`src/rtl/act_sched_pkg.sv`:
```
// rtl/act_sched_pkg.sv - constants, state encoding and index mapping for the activation LUT scheduler
package act_sched_pkg;

   localparam int DATA_W = 8;
   localparam int FRAC_W = 4;
   localparam int ADDR_W = DATA_W - FRAC_W;

   typedef enum logic [2:0] {
      ST_IDLE,
      ST_RD_BASE,
      ST_RD_NEXT,
      ST_CALC,
      ST_RESP
   } state_t;

   // Offset-binary index: flipping the sign bit puts the most negative x at entry 0.
   function automatic logic [ADDR_W-1:0] idx_of(input logic [DATA_W-1:0] x);
      logic [ADDR_W-1:0] hi;
      hi = x[DATA_W-1:FRAC_W];
      return {~hi[ADDR_W-1], hi[ADDR_W-2:0]};
   endfunction

endpackage

```
`src/rtl/rr_arbiter.sv`:
```
// rtl/rr_arbiter.sv - round-robin arbiter, search starts one past the last grant
module rr_arbiter #(
   parameter  int N_REQ = 4,
   localparam int ID_W  = $clog2(N_REQ)
) (
   input  logic [N_REQ-1:0] req_valid,
   input  logic [ID_W-1:0]  ptr,
   output logic [N_REQ-1:0] grant,
   output logic [ID_W-1:0]  grant_id,
   output logic             grant_valid
);

   logic [ID_W-1:0] cand;

   // N_REQ is a power of two, so the index add wraps naturally; k = N_REQ lands on ptr itself.
   always_comb begin
      grant       = '0;
      grant_id    = '0;
      grant_valid = 1'b0;
      cand        = '0;
      for (int k = 1; k <= N_REQ; k++) begin
         cand = ptr + ID_W'(k);
         if (!grant_valid && req_valid[cand]) begin
            grant_valid = 1'b1;
            grant[cand] = 1'b1;
            grant_id    = cand;
         end
      end
   end

endmodule

```
`src/rtl/activation_lut_scheduler.sv`:
```
// rtl/activation_lut_scheduler.sv - shares one activation ROM and interpolator among N_REQ requesters
module activation_lut_scheduler #(
   parameter  int N_REQ  = 4,
   parameter  int DATA_W = act_sched_pkg::DATA_W,
   parameter  int FRAC_W = act_sched_pkg::FRAC_W,
   parameter  int ADDR_W = act_sched_pkg::ADDR_W,
   localparam int ID_W   = $clog2(N_REQ)
) (
   input  logic                    clk,
   input  logic                    rst_n,
   input  logic [N_REQ-1:0]        req_valid,
   input  logic [N_REQ*DATA_W-1:0] req_x,
   output logic [N_REQ-1:0]        req_ready,
   output logic                    lut_en,
   output logic [ADDR_W-1:0]       lut_addr,
   input  logic [DATA_W-1:0]       lut_data,
   output logic                    resp_valid,
   input  logic                    resp_ready,
   output logic [ID_W-1:0]         resp_id,
   output logic [DATA_W-1:0]       resp_value
);

   import act_sched_pkg::*;

   state_t                       state;
   logic [ID_W-1:0]              ptr;
   logic [ID_W-1:0]              id_q;
   logic [DATA_W-1:0]            x_q;
   logic [DATA_W-1:0]            base_q;
   logic [N_REQ-1:0]             grant;
   logic [ID_W-1:0]              grant_id;
   logic                         grant_valid;
   logic [DATA_W-1:0]            sel_x;
   logic [ADDR_W-1:0]            idx;
   logic [ADDR_W-1:0]            next_idx;
   logic signed [DATA_W-1:0]     diff;
   logic signed [DATA_W+FRAC_W-1:0] prod;
   logic [DATA_W-1:0]            interp;

   rr_arbiter #(.N_REQ(N_REQ)) u_arb (
      .req_valid  (req_valid),
      .ptr        (ptr),
      .grant      (grant),
      .grant_id   (grant_id),
      .grant_valid(grant_valid)
   );

   assign req_ready = (state == ST_IDLE) ? grant : '0;
   assign sel_x     = req_x[grant_id*DATA_W +: DATA_W];
   assign idx       = idx_of(x_q);
   assign next_idx  = (idx == '1) ? idx : idx + 1'b1;

   // In CALC lut_data carries the next entry; the sum wraps rather than saturates.
   assign diff   = $signed(lut_data - base_q);
   assign prod   = $signed({{FRAC_W{diff[DATA_W-1]}}, diff}) *
                   $signed({{DATA_W{1'b0}}, x_q[FRAC_W-1:0]});
   assign interp = base_q + DATA_W'(prod >>> FRAC_W);

   always_ff @(posedge clk or negedge rst_n) begin
      if (!rst_n) begin
         state      <= ST_IDLE;
         ptr        <= ID_W'(N_REQ - 1);
         id_q       <= '0;
         x_q        <= '0;
         base_q     <= '0;
         lut_en     <= 1'b0;
         lut_addr   <= '0;
         resp_valid <= 1'b0;
         resp_id    <= '0;
         resp_value <= '0;
      end else begin
         case (state)
            ST_IDLE: begin
               if (grant_valid) begin
                  x_q      <= sel_x;
                  id_q     <= grant_id;
                  ptr      <= grant_id;
                  lut_en   <= 1'b1;
                  lut_addr <= idx_of(sel_x);
                  state    <= ST_RD_BASE;
               end
            end
            ST_RD_BASE: begin
               lut_addr <= next_idx;
               state    <= ST_RD_NEXT;
            end
            ST_RD_NEXT: begin
               base_q <= lut_data;
               lut_en <= 1'b0;
               state  <= ST_CALC;
            end
            ST_CALC: begin
               resp_value <= interp;
               resp_id    <= id_q;
               resp_valid <= 1'b1;
               state      <= ST_RESP;
            end
            ST_RESP: begin
               if (resp_ready) begin
                  resp_valid <= 1'b0;
                  state      <= ST_IDLE;
               end
            end
            default: begin
               lut_en     <= 1'b0;
               resp_valid <= 1'b0;
               state      <= ST_IDLE;
            end
         endcase
      end
   end

endmodule

```
`config.mk`:
```
export PLATFORM = sky130hd
export DESIGN_NAME = activation_lut_scheduler
export DESIGN_NICKNAME = d
export VERILOG_FILES = /design/src/rtl/act_sched_pkg.sv /design/src/rtl/rr_arbiter.sv /design/src/rtl/activation_lut_scheduler.sv
export SDC_FILE = /design/constraint.sdc
export NUM_CORES = 1
export LEC_CHECK = 0
export ABC_CLOCK_PERIOD_IN_PS = 6400
export CORE_MARGIN = 2
export CORE_UTILIZATION = 55
export DETAILED_ROUTE_END_ITERATION = 6
export PLACE_DENSITY = 0.82
export SLEW_MARGIN = 5
export SYNTH_ARGS = -nofsm -noshare
export SYNTH_HDL_FRONTEND = slang
export SYNTH_SLANG_ARGS = --single-unit
```
`constraint.sdc`:
```
create_clock -name clk -period 6.4 [get_ports clk]
set_input_delay 1.28 -clock clk [delete_from_list [all_inputs] [get_ports clk]]
set_output_delay 1.28 -clock clk [all_outputs]
set_load 0.05 [all_outputs]
```
# --- Word level (Yosys, flattened, before mapping) ---
# Cells that the tools add are included.
# Widths: inputs -> output; s select.
totals:
  ff_bits: 39
  word_cells: 98
classes:
  n_addsub: 6
  multipliers: 1
  n_lt_le_gt_ge: 8
  eq_ne: 7
  shifts: 1
  mux: 39
  bitwise: 7
  reduce_logical: 19
ops:
  columns: ["cell", "n"]
  rows:
  - ["$shiftx 32x6->8", 1]
  - ["$mux 4", 7]
  - ["$pmux 3 s5", 1]
  - ["$mux 1", 14]
  - ["$lt 2x3->1 const B", 4]
  - ["$mul 8x5->12", 1]
  - ["$or 4x4->4", 3]
  - ["$reduce_and 2->1", 5]
  - ["$add 8x8->8", 1]
  - ["$bmux 1 s2", 4]
  - ["$demux 1 s2", 4]
  - ["$ge 2x1->1 const B", 4]
  - ["$mux 2", 4]
  - ["$pmux 4 s2", 1]
  - ["$sub 8x8->8", 1]
  - ["$logic_and 1x1->1", 7]
  - ["$eq 3x2->1 const B", 2]
  - ["$mux 3", 2]
  - ["$reduce_or 3->1", 2]
  - ["$add 2x2->2 const B", 2]
  - ["$add 4x1->4 const B", 1]
  - ["$eq 4x4->1 const B", 1]
  - ["$ne 2x2->1 const B", 2]
  - ["$not 1->1", 4]
  - ["other kinds (8)", 10]

# --- Depth between registers and ports, before layout ---
depth:
  depth_word: 17
  mapped_depth: 27
  ltp_nobuf: 27

# --- Modules after synthesis ---
# From an unflattened synthesis, not the netlist that was laid out.
unflattened:
  cells_unflattened: 433
  hier_area_um2: 3896.2
by_module_without_submodules:
  columns: ["module", "instances", "cells_per_inst", "area_per_inst_um2", "seq_area_each_um2"]
  rows:
  - ["activation_lut_scheduler", 1, 365, 3370.7, 978.4]
  - ["rr_arbiter", 1, 68, 525.5, 0.0]

# --- Least setup slack after synthesis ---
# No wires, ideal clock.
synth_timing:
  kind: "input to register"
  startpoint: "input port lut_data[0]"
  endpoint: "register resp_value[7]"
  setup_time_ps: 136
  arrival_ps: 6291
  slack_ps: -27
  cell_stages: 27
  path_cell_list: "inv_1 > ha_1 > inv_1 > fa_1 > a21o_1 > a21oi_1 > xnor2_1 > and2_1 > ha_1 > fa_1 > inv_1 > fa_1 > inv_1 > ha_1 > o21ai_0 > nand2b_1 > a21oi_1 > nor2_1 > xor2_1 > ha_1 > nand3_1 > o2111ai_1 > a21o_1 > a21oi_1 > xnor3_1 > xnor2_1 > o21ai_0"
synth_between:
  elab_chain_cells: 3
synth_rtl:
  columns: ["item", "line_no", "source"]
  rows:
  - ["start, declared", "activation_lut_scheduler.sv:16", "input logic [DATA_W-1:0] lut_data,"]
  - ["$sub 8x8->8", "activation_lut_scheduler.sv:54", "assign diff = $signed(lut_data - base_q);"]
  - ["$mul 8x5->12", "activation_lut_scheduler.sv:55", "assign prod = $signed({{FRAC_W{diff[DATA_W-1]}}, diff}) *"]
  - ["$add 8x8->8", "activation_lut_scheduler.sv:57", "assign interp = base_q + DATA_W'(prod >>> FRAC_W);"]
  - ["end signal, assigned", "activation_lut_scheduler.sv:93", "resp_value <= interp;"]
  - ["end, declared", "activation_lut_scheduler.sv:20", "output logic [DATA_W-1:0] resp_value"]
# No other way between the ends.
# A chain may end at the register's enable or synchronous reset.

# --- Final worst setup path ---
layout_timing:
  startpoint: "input port lut_data[2]"
  endpoint: "register resp_value[7]"
# The elaborated chain is that of the path after synthesis.

==> flow_summary.ini <==
[outcome]
outcome = finished, final reports clean

[setup_path]
r2r_start = base_q[0]
cpMostUsedCell = a21oi_2
crit_arrival_ns = 6.53
setup.worst_path.start = lut_data[2]
worst-path-max-fanout = 4
crit_slowest_cell = fa_1
timing.rr.end = resp_value[7]
cp.required_ns = 6.55
reg2reg_depth = 26
regToRegSetupSlack_ns = 0.86
endpoint_kind = flop
cpPeakStageDelay_ns = 0.59
worst_setup_path_start_kind = input port
path_class = input port to flop

[detailed_routing]
final_antenna_net_count = 0
routed_wl_um = 10800
drt-pass1-iter-count = 5
drt-initial-drc-count = 190
routedWlPerCell_um = 17.1
via_per_inst = 5.82
remaining_drc_errors = 0
num_vias = 3667

[synth]
ys_async_sr_fraction_pct = 100
syn_area_um2 = 3980
ys.flop_type = dfrtp_1
synth_top_area_share_pct = 23.3
synth-edff-count = 0
ys_seq_area_share_pct = 24.6
synth_area_per_cell_um2 = 9.06
ys_warn_count = 0
synthTopCellsByArea = dfrtp_1 (23%), ha_1 (13%), fa_1 (8.6%)
synthDistinctLibCells = 56
synth_cells = 439
synth_nets = 545
yosys_register_bits = 39
yosysTopAreaCell = dfrtp_1

[hold_path]
min_path_cells = 2
hp-class = flop to flop
min_from = resp_value[3]
whs_endpoint = resp_value[3]

[clock_network]
numCtsBuffers = 5
clk_latency_ns = 0.29
clock_path_buffers = 2
cts_root_buf = clkbuf_8
cts_tree = built
clk_pin_slew_ns = 0.08
clock_sinks = 39
h-tree-depth = 2

[global_routing]
gr-total-overflow = 0
grt_pass1_vias = 3516
grt_usage_pct = 25.7
grt_max_degree = 40
grt_pass1_wl_um = 16100
antenna_found_initial = 0

[timing]
max_freq_mhz = 157
max_slew.worst_pin.slew_ns = 0.874
finalCritPeriodShare_pct = 99.7
setup_viol = 0
finalHoldViolCount = 0
min_period_ns = 6.38
setup_tns_ns = 0
final_max_slew_viol_count = 0
fin_worst_skew_ns = 0.00676
relSlewSlack_pct = 41.8

[finish]
fin_nets = 636
area_growth_syn_to_layout_pct = 33.0
diodes = 0
drive_gt1_share_pct = 20.5
seq_area_um2 = 978
multi_input_area_um2 = 2970
num-fill-cells = 487

[floorplan]
die_area_um2 = 7930
core_area_um2 = 7140
die_h_um = 89.1
dieWidth_um = 89.1
rows = 31
io_pins = 67
initial_utilization_pct = 55.8

[run]
maxCapViolCount = 0

[placement]
place.gp.congestion = 0.842
io_buffers = 66
post-dp-hpwl_um = 7470
-- worst max-delay path by stage --
| stage | end | depth (start not counted) | slack (ns) |
|---|---|---|---|
| after floorplan | resp_value[7] | 27 | 0.01 |
| after global routing | resp_value[7] | 26 | -0.15 |
| final | resp_value[7] | 26 | 0.02 |
| after CTS | resp_value[7] | 26 | 0.02 |
| after detailed placement | resp_value[7] | 28 | -0.76 |
| after global placement | resp_value[7] | 28 | -0.51 |
-- metrics by stage --
stage | util (%) | setup slack (ns) | hold WS (ns) | cells | area [um^2]
finish | 74.2 | 0.0220 | 0.479 | 630 | 5290
global route | 74.2 | -0.153 | 0.517 | 630 | 5290
CTS | 72.9 | 0.0156 | 0.487 | 629 | 5200
detailed placement | 68.8 | -0.764 | 0.469 | 617 | 4910
global placement | 68.8 | -0.509 | 0.460 | 617 | 4910
floorplan | - | 0.0120 | 0.442 | 439 | 3980
-- kinds of logic (layout without fill, tap and decap cells) --
logic type,count (synthesis),count (layout),synth area share [%]
adder cells (fa/ha/maj),59,59,21.8
AND/OR/NAND/NOR,133,133,16.8
multiplexers,29,29,8.84
AO/OA/AOI/OAI,86,86,15.1
XOR/XNOR,26,26,6.07
flip-flops,39,39,24.6
buffers and inverters,67,159,6.82
-- metal layers --
layer / up-vias / track usage (%) / share of wire (%)
li1: 1688 / - / -
met1: 1809 / 32.7 / 41
met2: 143 / 46.3 / 52
met3: 27 / 2.86 / 4.6
met4: 0 / 7.60 / 2.0
met5: - / 0 / 0
-- final cells by class --
type | count | area share, %
clock buffers | 6 | 1.56
clock inverters | 2 | 0.662
inverters | 49 | 3.48
multi-input cells | 333 | 56.0
flip-flops and latches | 39 | 18.5
well taps | 99 | 2.34
repair buffers | 102 | 17.4
-- sequential cells by signal, summed over array words and instances, names as in the netlist, 2 cells and up --
name        count
base_q          8
id_q            2
lut_addr        4
ptr             2
resp_id         2
resp_value      8
state           3
x_q             8
-- placed cells by master, fill, tap and decap left out, drive strengths merged, types with 2 or more instances in the layout --
cell	n
xnor2	18
o221ai	5
a21o	5
a221o	2
and3b	2
clkbuf	7
a221oi	4
nand2b	6
buf	37
ha	42
nand3	10
inv	49
o31ai	2
dfrtp	37
dfstp	2
clkdlybuf4s50	63
a2bb2oi	2
nor2	20
o211ai	5
a22oi	6
or3	2
and2	18
o21a	2
nand3b	3
fa	17
mux2i	16
mux2	9
xor2	7
nand2	51
or3b	2
mux4	4
o21bai	3
nor3	7
o21ai	21
a21oi	22
nor2b	5
nor3b	3
-- worst max-delay path, delay by kind of cell --
family / cells / cell delay (ns)
AOI/OAI and AO/OA: 8 / 1.08
xor gates and xnor gates: 4 / 0.71
adders and majority gates: 5 / 2.01
buffers and inverters: 4 / 0.74
and+or+nand+nor: 5 / 0.68
-- synth_stat cells (all sizes together) (2+ instances only) --
master and n:
inv 49, mux2 9, or3b 2, o31ai 2
o21ai 21, clkbuf 11, o221ai 5, o21bai 3
mux4 4, nand3 10, nor3b 3, a22oi 6
o21a 2, o211ai 5, ha 42, and2 18
dfstp 2, nor2b 5, mux2i 16, a221o 2
xor2 7, or3 2, xnor2 18, nand2 51
a21o 5, nor3 7, nand2b 6, a21oi 22
a2bb2oi 2, fa 17, and3b 2, a221oi 4
nand3b 3, buf 7, dfrtp 37, nor2 20
-- timing repair --
| action | in CTS | in global routing |
|---|---|---|
| resized for setup | 30 | 21 |
| setup endpoints to repair | 2 | 2 |
| buffers inserted | 4 | 1 |
| hold buffers | 0 | 0 |
| pin swaps | 28 | 23 |
Power is not shown: default switching activity piles up to over one toggle a cycle in this logic, so the estimate is an artifact.
